<file path="config.mk">
export PLATFORM = sky130hd
export DESIGN_NAME = traffic_inputs
export DESIGN_NICKNAME = d
export VERILOG_FILES = /design/src/rtl/traffic_inputs_pkg.sv /design/src/rtl/traffic_inputs_debouncer.sv /design/src/rtl/traffic_inputs.sv
export SDC_FILE = /design/constraint.sdc
export NUM_CORES = 1
export LEC_CHECK = 0
export CAP_MARGIN = 20
export CORE_MARGIN = 1
export CORE_UTILIZATION = 35
export CTS_CLUSTER_SIZE = 30
export DETAILED_ROUTE_END_ITERATION = 10
export SYNTH_ARGS = -nofsm -noshare
export SYNTH_HDL_FRONTEND = slang
export SYNTH_SLANG_ARGS = --single-unit
</file>
<file path="constraint.sdc">
create_clock -name clk -period 4.5 [get_ports clk]
set_clock_uncertainty 0.05 [all_clocks]
set_input_delay 1.35 -clock clk [delete_from_list [all_inputs] [get_ports clk]]
set_output_delay 1.35 -clock clk [all_outputs]
set_load 0.05 [all_outputs]
</file>
<file path="src/rtl/traffic_inputs_pkg.sv">
// Shared constants for the traffic controller input stage and the light controller.
// Default timing assumes a 100 MHz clock.
package traffic_inputs_pkg;

    localparam int DEF_DEBOUNCE_CYCLES = 500000;
    localparam int DEF_TICK_CYCLES     = 100000000;
    localparam int DEF_DB_W            = 19;
    localparam int DEF_TICK_W          = 27;

    // Light encodings shared with traffic_light so both blocks agree.
    typedef enum logic [1:0] {
        LIGHT_RED    = 2'b00,
        LIGHT_YELLOW = 2'b01,
        LIGHT_GREEN  = 2'b10
    } light_e;

endpackage

</file>
<file path="src/rtl/traffic_inputs_debouncer.sv">
// Two-flop synchroniser followed by a stable-level counter.
// The output level changes only after the synchronised input has differed for DEBOUNCE_CYCLES cycles.
module traffic_inputs_debouncer
    import traffic_inputs_pkg::*;
#(
    parameter int DEBOUNCE_CYCLES = DEF_DEBOUNCE_CYCLES,
    parameter int DB_W            = DEF_DB_W
) (
    input  logic clk,
    input  logic rst,
    input  logic in,
    output logic out
);

    localparam logic [DB_W-1:0] CNT_LAST = DB_W'(DEBOUNCE_CYCLES - 1);

    logic            sync1_q, sync1_d;
    logic            sync2_q, sync2_d;
    logic            db_q, db_d;
    logic [DB_W-1:0] cnt_q, cnt_d;

    // A sample matching the current level clears the count, so any glitch restarts it.
    always_comb begin
        sync1_d = in;
        sync2_d = sync1_q;
        db_d    = db_q;
        cnt_d   = '0;
        if (sync2_q != db_q) begin
            if (cnt_q == CNT_LAST) begin
                db_d = ~db_q;
            end else begin
                cnt_d = cnt_q + DB_W'(1);
            end
        end
    end

    always_ff @(posedge clk) begin
        if (rst) begin
            sync1_q <= 1'b0;
            sync2_q <= 1'b0;
            db_q    <= 1'b0;
            cnt_q   <= '0;
        end else begin
            sync1_q <= sync1_d;
            sync2_q <= sync2_d;
            db_q    <= db_d;
            cnt_q   <= cnt_d;
        end
    end

    assign out = db_q;

endmodule

</file>
<file path="src/rtl/traffic_inputs.sv">
// Input conditioning for the traffic light controller: debounced sensor,
// sticky walk request with acknowledge, and a restartable one-second tick.
module traffic_inputs
    import traffic_inputs_pkg::*;
#(
    parameter int DEBOUNCE_CYCLES = DEF_DEBOUNCE_CYCLES,
    parameter int TICK_CYCLES     = DEF_TICK_CYCLES,
    parameter int DB_W            = DEF_DB_W,
    parameter int TICK_W          = DEF_TICK_W
) (
    input  logic clk,
    input  logic rst,
    input  logic sensorIn,
    input  logic walkButtonIn,
    input  logic walkAck,
    input  logic tickRestart,
    output logic Sensor,
    output logic walkReq,
    output logic secTick
);

    localparam logic [TICK_W-1:0] TICK_LAST = TICK_W'(TICK_CYCLES - 1);

    logic              btn_db;
    logic              btn_prev_q, btn_prev_d;
    logic              walk_req_q, walk_req_d;
    logic              tick_q, tick_d;
    logic [TICK_W-1:0] tcnt_q, tcnt_d;
    logic              btn_rise;

    traffic_inputs_debouncer #(
        .DEBOUNCE_CYCLES(DEBOUNCE_CYCLES),
        .DB_W           (DB_W)
    ) u_sensor_db (
        .clk(clk),
        .rst(rst),
        .in (sensorIn),
        .out(Sensor)
    );

    traffic_inputs_debouncer #(
        .DEBOUNCE_CYCLES(DEBOUNCE_CYCLES),
        .DB_W           (DB_W)
    ) u_button_db (
        .clk(clk),
        .rst(rst),
        .in (walkButtonIn),
        .out(btn_db)
    );

    assign btn_rise = btn_db & ~btn_prev_q;

    // A new press takes priority over an acknowledge so a press is never lost.
    always_comb begin
        btn_prev_d = btn_db;
        walk_req_d = walk_req_q;
        if (btn_rise) begin
            walk_req_d = 1'b1;
        end else if (walkAck) begin
            walk_req_d = 1'b0;
        end
    end

    // A restart on the terminal cycle suppresses that period's tick.
    always_comb begin
        tick_d = 1'b0;
        tcnt_d = tcnt_q + TICK_W'(1);
        if (tickRestart) begin
            tcnt_d = '0;
        end else if (tcnt_q == TICK_LAST) begin
            tcnt_d = '0;
            tick_d = 1'b1;
        end
    end

    always_ff @(posedge clk) begin
        if (rst) begin
            btn_prev_q <= 1'b0;
            walk_req_q <= 1'b0;
            tick_q     <= 1'b0;
            tcnt_q     <= '0;
        end else begin
            btn_prev_q <= btn_prev_d;
            walk_req_q <= walk_req_d;
            tick_q     <= tick_d;
            tcnt_q     <= tcnt_d;
        end
    end

    assign walkReq = walk_req_q;
    assign secTick = tick_q;

endmodule

</file>
== Word-level counts from Yosys, hierarchy flattened ==
Cells that the tools add are included.

* Register bits after elaboration: 74
* Word-level logic and storage cells: 36
* Input port bits: 6

* Bitwise logic cells: 6
* Mux-type cells: 3
* Eq/ne operators: 5
* Add/subtract/negate cells: 3
* Reductions and logical operators: 7

{| class="wikitable"
|+ Operators by type and width
! operator !! count
|-
| adder 19 x 1 -> 19 bit, second input constant || 2
|-
| equality test 19 bit, second input constant || 2
|-
| adder 27 x 1 -> 27 bit, second input constant || 1
|-
| equality test 27 bit, second input constant || 1
|-
| OR reduction 3 bit || 3
|-
| inverter 1 bit || 5
|-
| AND reduction 2 bit || 2
|-
| two-way mux 1 bit || 3
|-
| inequality test 1 bit || 2
|-
| nonzero test 2 bit || 1
|-
| OR reduction 2 bit || 1
|-
| bitwise AND 1 bit || 1
|}

== Logic depth before layout (Yosys ltp) ==
Gate-level depths: netlist (run 1).

* Word-level depth: 3
* Depth in mapped cells: 7
* Gate-level depth less buffers: 5

== By module ==
From an unflattened synthesis (run 1), not the netlist that was laid out.

* Cell total of the unflattened synthesis: 382
* Area, all modules: 3360.7 um^2

{| class="wikitable"
|+ Modules (own cells, without submodules)
! module !! seq. area each (um^2) !! cells each !! area each (um^2) !! times used
|-
| traffic_inputs_debouncer || 440.4 || 112 || 996.0 || 2
|-
| traffic_inputs || 600.6 || 158 || 1368.8 || 1
|}

== Worst setup path before layout (run 1) ==
OpenSTA, ideal clock, no wires.

* Path type: in2reg
* Start: input port rst
* End: register tcnt_q[11]
* Arrival time: 2.390 ns
* Library setup time: 0.132 ns
* Data required time: 4.318 ns
* Setup slack: 1.928 ns
* Buffers on the path: 3
* Stages: 5
* Path through: clkbuf_1 -> or2_2 -> clkbuf_1 -> clkbuf_1 -> nor3_1

* Word-level cells in the longest chain between the ends: 1

{| class="wikitable"
|+ Ends and longest elaborated chain
! what !! line !! source
|-
| start, declared || traffic_inputs.sv:12 || <nowiki>input logic rst,</nowiki>
|-
| OR reduction 3 bit (no source line) || n/a ||
|-
| end signal, assigned || traffic_inputs.sv:86 || <nowiki>tcnt_q <= tcnt_d;</nowiki>
|-
| end, declared || traffic_inputs.sv:28 || <nowiki>logic [TICK_W-1:0] tcnt_q, tcnt_d;</nowiki>
|}

No other way between the ends.
A chain may end at the register's enable or synchronous reset.

== Final worst setup path (run 1) ==
* Start: register u_sensor_db.db_q (netlist: u_sensor_db.out)
* End: output port Sensor

{| class="wikitable"
|+ RTL lines
! what !! line !! source
|-
| start, declared || traffic_inputs_debouncer.sv:19 || <nowiki>logic db_q, db_d;</nowiki>
|-
| start signal, assigned || traffic_inputs_debouncer.sv:41 || <nowiki>db_q <= 1'b0;</nowiki>
|-
| start signal, assigned || traffic_inputs_debouncer.sv:46 || <nowiki>db_q <= db_d;</nowiki>
|-
| end, declared || traffic_inputs.sv:17 || <nowiki>output logic Sensor,</nowiki>
|}

No word-level cell between the ends.

==> impl_metrics.env, run 1 <==
export IMPL_gr_total_overflow=0
export IMPL_dp_hpwl_um=4310
export IMPL_outcome="finished, final reports clean"
export IMPL_placementRows=35
export IMPL_syn_cell_area_um2=3360
export IMPL_clock_path_buffers=2
export IMPL_initial_core_util_pct=36.2
export IMPL_met1Wirelength_um=3210
export IMPL_irDropWorstVdd_uv=224
export IMPL_grt_max_degree=29
export IMPL_synth_main_ff_cell="dfxtp_1"
export IMPL_intPower_mw=0.976
export IMPL_post_place_ws_ns=1.50
export IMPL_synthesis_instances=380
export IMPL_cap_viol_max_count=0
export IMPL_die_w_um=99.9
export IMPL_synthTopCellsByArea="dfxtp_1 (44%), xor2_1 (5.0%), xnor2_1 (4.7%)"
export IMPL_dr_pass1_iters=4
export IMPL_cp_arrival_ns=1.51
export IMPL_p_switching_mw=0.256
export IMPL_r2r_end="tcnt_q[13]$_SDFF_PP0_"
export IMPL_numCtsBuffers=9
export IMPL_pin_count=9
export IMPL_rsz0062_at_grt="false"
export IMPL_finalWirelength_um=6280
export IMPL_grt_pass1_wl_um=11000
export IMPL_nets=393
export IMPL_track_usage_pct=13.5
export IMPL_setup_tns_ns=0
export IMPL_dpl_cell_area_um2=3530
export IMPL_cts_tree="done"
export IMPL_dr_first_iter_drc_count=118
export IMPL_swShare_pct=20.8
export IMPL_portBuffers=8
export IMPL_syn_avg_cell_area_um2=8.83
export IMPL_crit_fanout=3
export IMPL_power_density_nw_per_um2=328
export IMPL_crit_chain="clkdlybuf4s50_1"
export IMPL_crit_path_max_incr_delay_ns=0.82
export IMPL_numClockSinks=74
export IMPL_path_clk_slew_ns=0.08
export IMPL_seq_power_share_pct=53.5
export IMPL_synthArstFlopShare_pct=0
export IMPL_antenna_diode_count=0
export IMPL_critical_path_top_delay_family="buffers and inverters"
export IMPL_max_freq_ghz=0.344
export IMPL_endpoint="Sensor"
export IMPL_startpoint="u_sensor_db.out$_SDFFE_PP0P_"
export IMPL_synth_edf_count=0
export IMPL_cts_root_buf="clkbuf_8"
export IMPL_core_area_um2=9280
export IMPL_final_area_um2=3750
export IMPL_crit_buf_inv=1
export IMPL_synth_nets=389
export IMPL_r2r_start="tcnt_q[2]$_SDFF_PP0_"
export IMPL_fin_crit_sh_pct=64.7
export IMPL_maxSlewHeadroom_pct=49.8
export IMPL_cts_hold_buf=0
export IMPL_p_comb_share_pct=1.4
export IMPL_critPathCaptureType="output port"
export IMPL_fin_crit_ns=2.91
export IMPL_drc=0
export IMPL_cts_resized=0
export IMPL_critPathKind="register to output port"
export IMPL_area_growth_syn_to_layout_pct=11.8
export IMPL_design_die_area_um2=9990
export IMPL_clkLatencyLatePin_ns=0.33
export IMPL_max_slew_worst_pin_slew_ns=0.753
export IMPL_worstHoldPathType="register to register"
export IMPL_wl_per_cell_um=12.1
export IMPL_ys_warn_count=0
export IMPL_dr_wl_met2_um=2820
export IMPL_antenna_found_initial=0
export IMPL_critical_path_depth=1
export IMPL_dr_max_layer_used="met4"
export IMPL_post_cts_buffers=0
export IMPL_ff2ff_setup_slack_ns=2.21
export IMPL_hold_viol=0
export IMPL_synth_cell_types=42
export IMPL_yosysTopAreaCell="dfxtp_1"
export IMPL_cts_htree_levels=3
export IMPL_num_vias=2708
export IMPL_multi_input_area_um2=1760
export IMPL_leakage_nw=1.08
export IMPL_routabilityCongestion=0.850
export IMPL_clockPowerShare_pct=45.1
export IMPL_setup_viol=0
export IMPL_worst_slack_ns=1.59
export IMPL_cp_start_kind="register"
export IMPL_fillerInstances=951
export IMPL_finalMaxSlewViolations=0
export IMPL_ys_ff_latch=74
export IMPL_met3_length_um=202
export IMPL_die_h_um=99.9
export IMPL_rr_worst_depth=5
export IMPL_grt_pass1_vias=2481
export IMPL_layout_drive_gt1_share_pct=6.43
export IMPL_synth_top_area_share_pct=44.1
export IMPL_cp_required_ns=3.10
export IMPL_ant_nets=0
export IMPL_yosysSeqAreaShare_pct=44.1
export IMPL_ff_latch_area_um2=1480
export IMPL_critPathSlowestCell="clkdlybuf4s50_1"
export IMPL_vias_per_cell=5.23
-- worst min path at each step --
stage,to,from,depth (start not counted)
final,u_sensor_db.sync2_q$_SDFF_PP0_,u_sensor_db.sync1_q$_SDFF_PP0_,1
after global routing,u_sensor_db.sync2_q$_SDFF_PP0_,u_sensor_db.sync1_q$_SDFF_PP0_,1
after CTS,u_sensor_db.sync2_q$_SDFF_PP0_,u_sensor_db.sync1_q$_SDFF_PP0_,1
after detailed placement,u_sensor_db.sync2_q$_SDFF_PP0_,u_sensor_db.sync1_q$_SDFF_PP0_,1
after global placement,u_sensor_db.sync2_q$_SDFF_PP0_,u_sensor_db.sync1_q$_SDFF_PP0_,1
after floorplan,u_button_db.sync2_q$_SDFF_PP0_,u_button_db.sync1_q$_SDFF_PP0_,1
-- routing by layer --
layer	track usage, %	vias to the layer above
met2	21.9	33
met1	17.6	1270
met3	2.92	6
met4	5.20	0
li1	-	1399
met5	0	-
-- state kept, by name (all words and copies together), names as in the netlist --
signal,count
btn_prev_q,1
secTick,1
tcnt_q,27
u_button_db.cnt_q,19
u_button_db.out,1
u_button_db.sync1_q,1
u_button_db.sync2_q,1
u_sensor_db.cnt_q,19
u_sensor_db.out,1
u_sensor_db.sync1_q,1
u_sensor_db.sync2_q,1
walkReq,1
-- kinds of logic after synthesis --
logic type	share of synthesized area (%)
AND/OR/NAND/NOR	30.7
flip-flops	44.1
AO/OA/AOI/OAI	10.8
XOR/XNOR	9.65
buffers and inverters	3.58
adder cells (fa/ha/maj)	1.12
-- layout make-up --
type	instances	area share, %
Tap cell	129	4.30
Sequential cell	74	39.5
Inverter	13	1.30
Clock buffer	9	3.30
Timing Repair Buffer	9	2.33
Multi-Input combinational cell	277	46.8
Clock inverter	7	2.50
-- cells in the final DEF, fill, tap and decap left out, types with 8 or more instances in the layout --
cell type / netlist / routed
dfxtp_1: 74 / 74
nor2_1: 37 / 37
nand3_1: 22 / 22
nand4_1: 20 / 20
xor2_1: 19 / 19
xnor2_1: 18 / 18
nand2_1: 17 / 17
a21oi_1: 14 / 14
inv_1: 13 / 13
o31ai_1: 12 / 12
or4_1: 12 / 12
a211oi_1: 11 / 11
or3_1: 11 / 11
nor3_1: 11 / 11
o21ai_0: 10 / 10
clkbuf_8: 0 / 9
nor4_1: 8 / 8
clkdlybuf4s50_1: 0 / 8
-- synthesized netlist by cell type, drive strengths merged, types with 8 or more instances --
master	count
dfxtp	74
nor2	37
nand3	23
nand4	21
xor2	19
xnor2	18
nand2	17
a21oi	14
inv	13
nor3	12
o31ai	12
or4	12
a211oi	11
o21ai	11
or3	11
clkbuf	9
and4	8
nor4	8
-- through the flow --
stage | power (mW) | util [%] | hold slack, ns | instances
6_report | 1.23 | 40.4 | 0.390 | 518
5_1_grt | 1.28 | 40.4 | 0.410 | 518
4_1_cts | 1.25 | 40.4 | 0.395 | 518
3_5_place_dp | 0.692 | 38.1 | 0.376 | 502
3_3_place_gp | 0.692 | 38.1 | 0.368 | 502
2_1_floorplan | 0.686 | - | 0.364 | 380
-- power groups by stage --
stage | Combinational [mW] | Sequential (mW) | Clock, mW
2_1_floorplan | 0.0113 | 0.674 | 0
3_3_place_gp | 0.0175 | 0.675 | 0
3_5_place_dp | 0.0176 | 0.675 | 0
4_1_cts | 0.0177 | 0.659 | 0.574
5_1_grt | 0.0196 | 0.660 | 0.603
6_report | 0.0173 | 0.659 | 0.555
Power figures use the tool's default switching activity.
==> inputs of run 2 (changes only) <==
==> constraint.sdc (replaced) <==
create_clock -name clk -period 2.8 [get_ports clk]
set_clock_uncertainty 0.05 [all_clocks]
set_input_delay 0.84 -clock clk [delete_from_list [all_inputs] [get_ports clk]]
set_output_delay 0.84 -clock clk [all_outputs]
set_load 0.05 [all_outputs]
==> run 2 against run 1 <==
Against the previous run: critical path depth unchanged; largest power group unchanged; critical path type unchanged; sequential share of layout area decreased by 0.48 points; register-to-register slack got worse by 1.6 ns.
==> impl_metrics.env, run 2 (synthesis results as in run 1) <==
export IMPL_holdWs_ns=0.387
export IMPL_rr_worst_depth=4
export IMPL_holdPathStages=1
export IMPL_max_slew_worst_pin_slew_ns=0.723
export IMPL_finalMaxSlewViolations=0
export IMPL_irDropWorstVdd_uv=192
export IMPL_power_density_nw_per_um2=548
export IMPL_fin_crit_ns=2.41
export IMPL_finalWirelength_um=6410
export IMPL_largest_reg_flops=27
export IMPL_r2r_start="tcnt_q[9]$_SDFF_PP0_"
export IMPL_crit_fanout=3
export IMPL_track_usage_pct=13.7
export IMPL_numCtsBuffers=9
export IMPL_maxSlewHeadroom_pct=51.8
export IMPL_hold_viol=0
export IMPL_setup_viol=0
export IMPL_worstHoldPathType="register to register"
export IMPL_critical_path_top_delay_family="buffers and inverters"
export IMPL_crit_chain="clkdlybuf4s50_1"
export IMPL_ff2ff_setup_slack_ns=0.64
export IMPL_critPathCaptureType="output port"
export IMPL_nets=396
export IMPL_final_cell_mix="dfxtp_1 (74), nor2_1 (37), nand3_1 (22), nand4_1 (20), xor2_1 (19)"
export IMPL_initial_core_util_pct=36.2
export IMPL_grt_pass1_wl_um=11100
export IMPL_cts_htree_levels=3
export IMPL_top_register="tcnt_q"
export IMPL_worst_slack_ns=0.385
export IMPL_cp_arrival_ns=1.52
export IMPL_antenna_found_initial=0
export IMPL_dr_first_iter_drc_count=127
export IMPL_dp_hpwl_um=4330
export IMPL_fillerInstances=931
export IMPL_clkLatencyLatePin_ns=0.34
export IMPL_critPathKind="register to output port"
export IMPL_reg_top3="tcnt_q: 27 flops, u_button_db.cnt_q: 19 flops, u_sensor_db.cnt_q: 19 flops"
export IMPL_max_freq_ghz=0.414
export IMPL_critPathSlowestCell="clkdlybuf4s50_1"
export IMPL_post_cts_buffers=0
export IMPL_path_clk_slew_ns=0.08
export IMPL_crit_path_max_incr_delay_ns=0.82
export IMPL_cp_start_kind="register"
export IMPL_cts_resized=0
export IMPL_vias_per_cell=5.21
export IMPL_die_w_um=99.9
export IMPL_dr_pass1_iters=5
export IMPL_area_growth_syn_to_layout_pct=13.2
export IMPL_mostFrequentLayoutCell="dfxtp_1"
export IMPL_grt_max_degree=29
export IMPL_num_vias=2715
export IMPL_cts_root_buf="clkbuf_8"
export IMPL_cts_hold_buf=0
export IMPL_wl_per_cell_um=12.3
export IMPL_gr_total_overflow=0
export IMPL_post_place_ws_ns=0.374
export IMPL_cap_viol_max_count=0
export IMPL_cp_required_ns=1.91
export IMPL_fin_crit_sh_pct=86.2
export IMPL_antenna_diode_count=0
export IMPL_setup_tns_ns=0
export IMPL_pin_count=9
export IMPL_ant_nets=0
export IMPL_drc=0
export IMPL_outcome="finished, final reports clean"
export IMPL_portBuffers=8
export IMPL_crit_buf_inv=1
export IMPL_gr_max_usage_layer="met2"
export IMPL_grt_pass1_vias=2493
export IMPL_leakage_nw=1.10
export IMPL_die_h_um=99.9
export IMPL_use_met1_pct=17.8
export IMPL_min_to="u_sensor_db.sync2_q$_SDFF_PP0_"
export IMPL_placementRows=35
export IMPL_clock_path_buffers=2
export IMPL_layout_drive_gt1_share_pct=6.89
export IMPL_grtUsageMet2_pct=22.2
export IMPL_min_from="u_sensor_db.sync1_q$_SDFF_PP0_"
export IMPL_critical_path_depth=1
export IMPL_r2r_end="tcnt_q[21]$_SDFF_PP0_"
export IMPL_design_die_area_um2=9990
export IMPL_core_area_um2=9280
export IMPL_routabilityCongestion=0.784
export IMPL_rsz0062_at_grt="false"
export IMPL_numClockSinks=74
export IMPL_cts_tree="done"
export IMPL_grtUsageMet3_pct=2.79
## run 2: cell types whose count changed in the layout (fill, tap and decap cells not counted)
cell and delta:
bufinv_16 +1, buf_4 +3, clkbuf_1 +1, inv_6 +1, clkinv_4 -1, clkinv_2 -2
## run 2: power breakdown
| part | switching, mW | internal (mW) |
|---|---|---|
| logic | 0.0169 | 0.0132 |
| clock network | 0.397 | 0.596 |
| registers | 0.00301 | 1.06 |
| total | 0.417 | 1.67 |
## run 2: how the worst max path moves through the flow
| stage | end | startpoint | slack [ns] |
|---|---|---|---|
| final | Sensor | u_sensor_db.out$_SDFFE_PP0P_ | 0.39 |
| after global routing | Sensor | u_sensor_db.out$_SDFFE_PP0P_ | 0.34 |
| after CTS | Sensor | u_sensor_db.out$_SDFFE_PP0P_ | 0.37 |
| after detailed placement | u_button_db.cnt_q[16]$_SDFF_PP0_ | rst | 0.37 |
| after global placement | u_button_db.cnt_q[16]$_SDFF_PP0_ | rst | 0.42 |
| after floorplan | tcnt_q[11]$_SDFF_PP0_ | rst | 0.74 |
## run 2: final cells by class
cell class                 instances  area [um2]  share of cell area [%]
timing repair buffer              12         110                    2.90
clock inverter                     6         114                    3.00
multi-input combinational        277        1760                    46.2
clock buffer                      10         128                    3.36
sequential                        74        1480                    39.0
inverter                          13        48.8                    1.28
tap                              129         161                    4.25
## run 2: metrics by stage
stage	std cells	util, %	cell area [um2]	power (mW)
4_1_cts	521	40.9	3800	2.11
5_1_grt	521	40.9	3800	2.16
2_1_floorplan	380	-	3360	1.10
3_5_place_dp	505	38.3	3560	1.11
6_report	521	40.9	3800	2.08
3_3_place_gp	505	38.3	3560	1.11
## run 2: worst register-to-register path, stage by stage (launching register included)
cell,delay (ns)
dfxtp_1,0.44
and3_1,0.26
nand4_1,0.43
or4_1,0.62
a211oi_1,0.27
## run 2: per-layer routing
| layer | share of wire, % | vias up | wire length [um] |
|---|---|---|---|
| li1 | - | 1405 | - |
| met1 | 51 | 1251 | 3300 |
| met2 | 44 | 50 | 2800 |
| met3 | 3.8 | 9 | 243 |
| met4 | 1.0 | 0 | 64 |
| met5 | 0 | - | 0 |
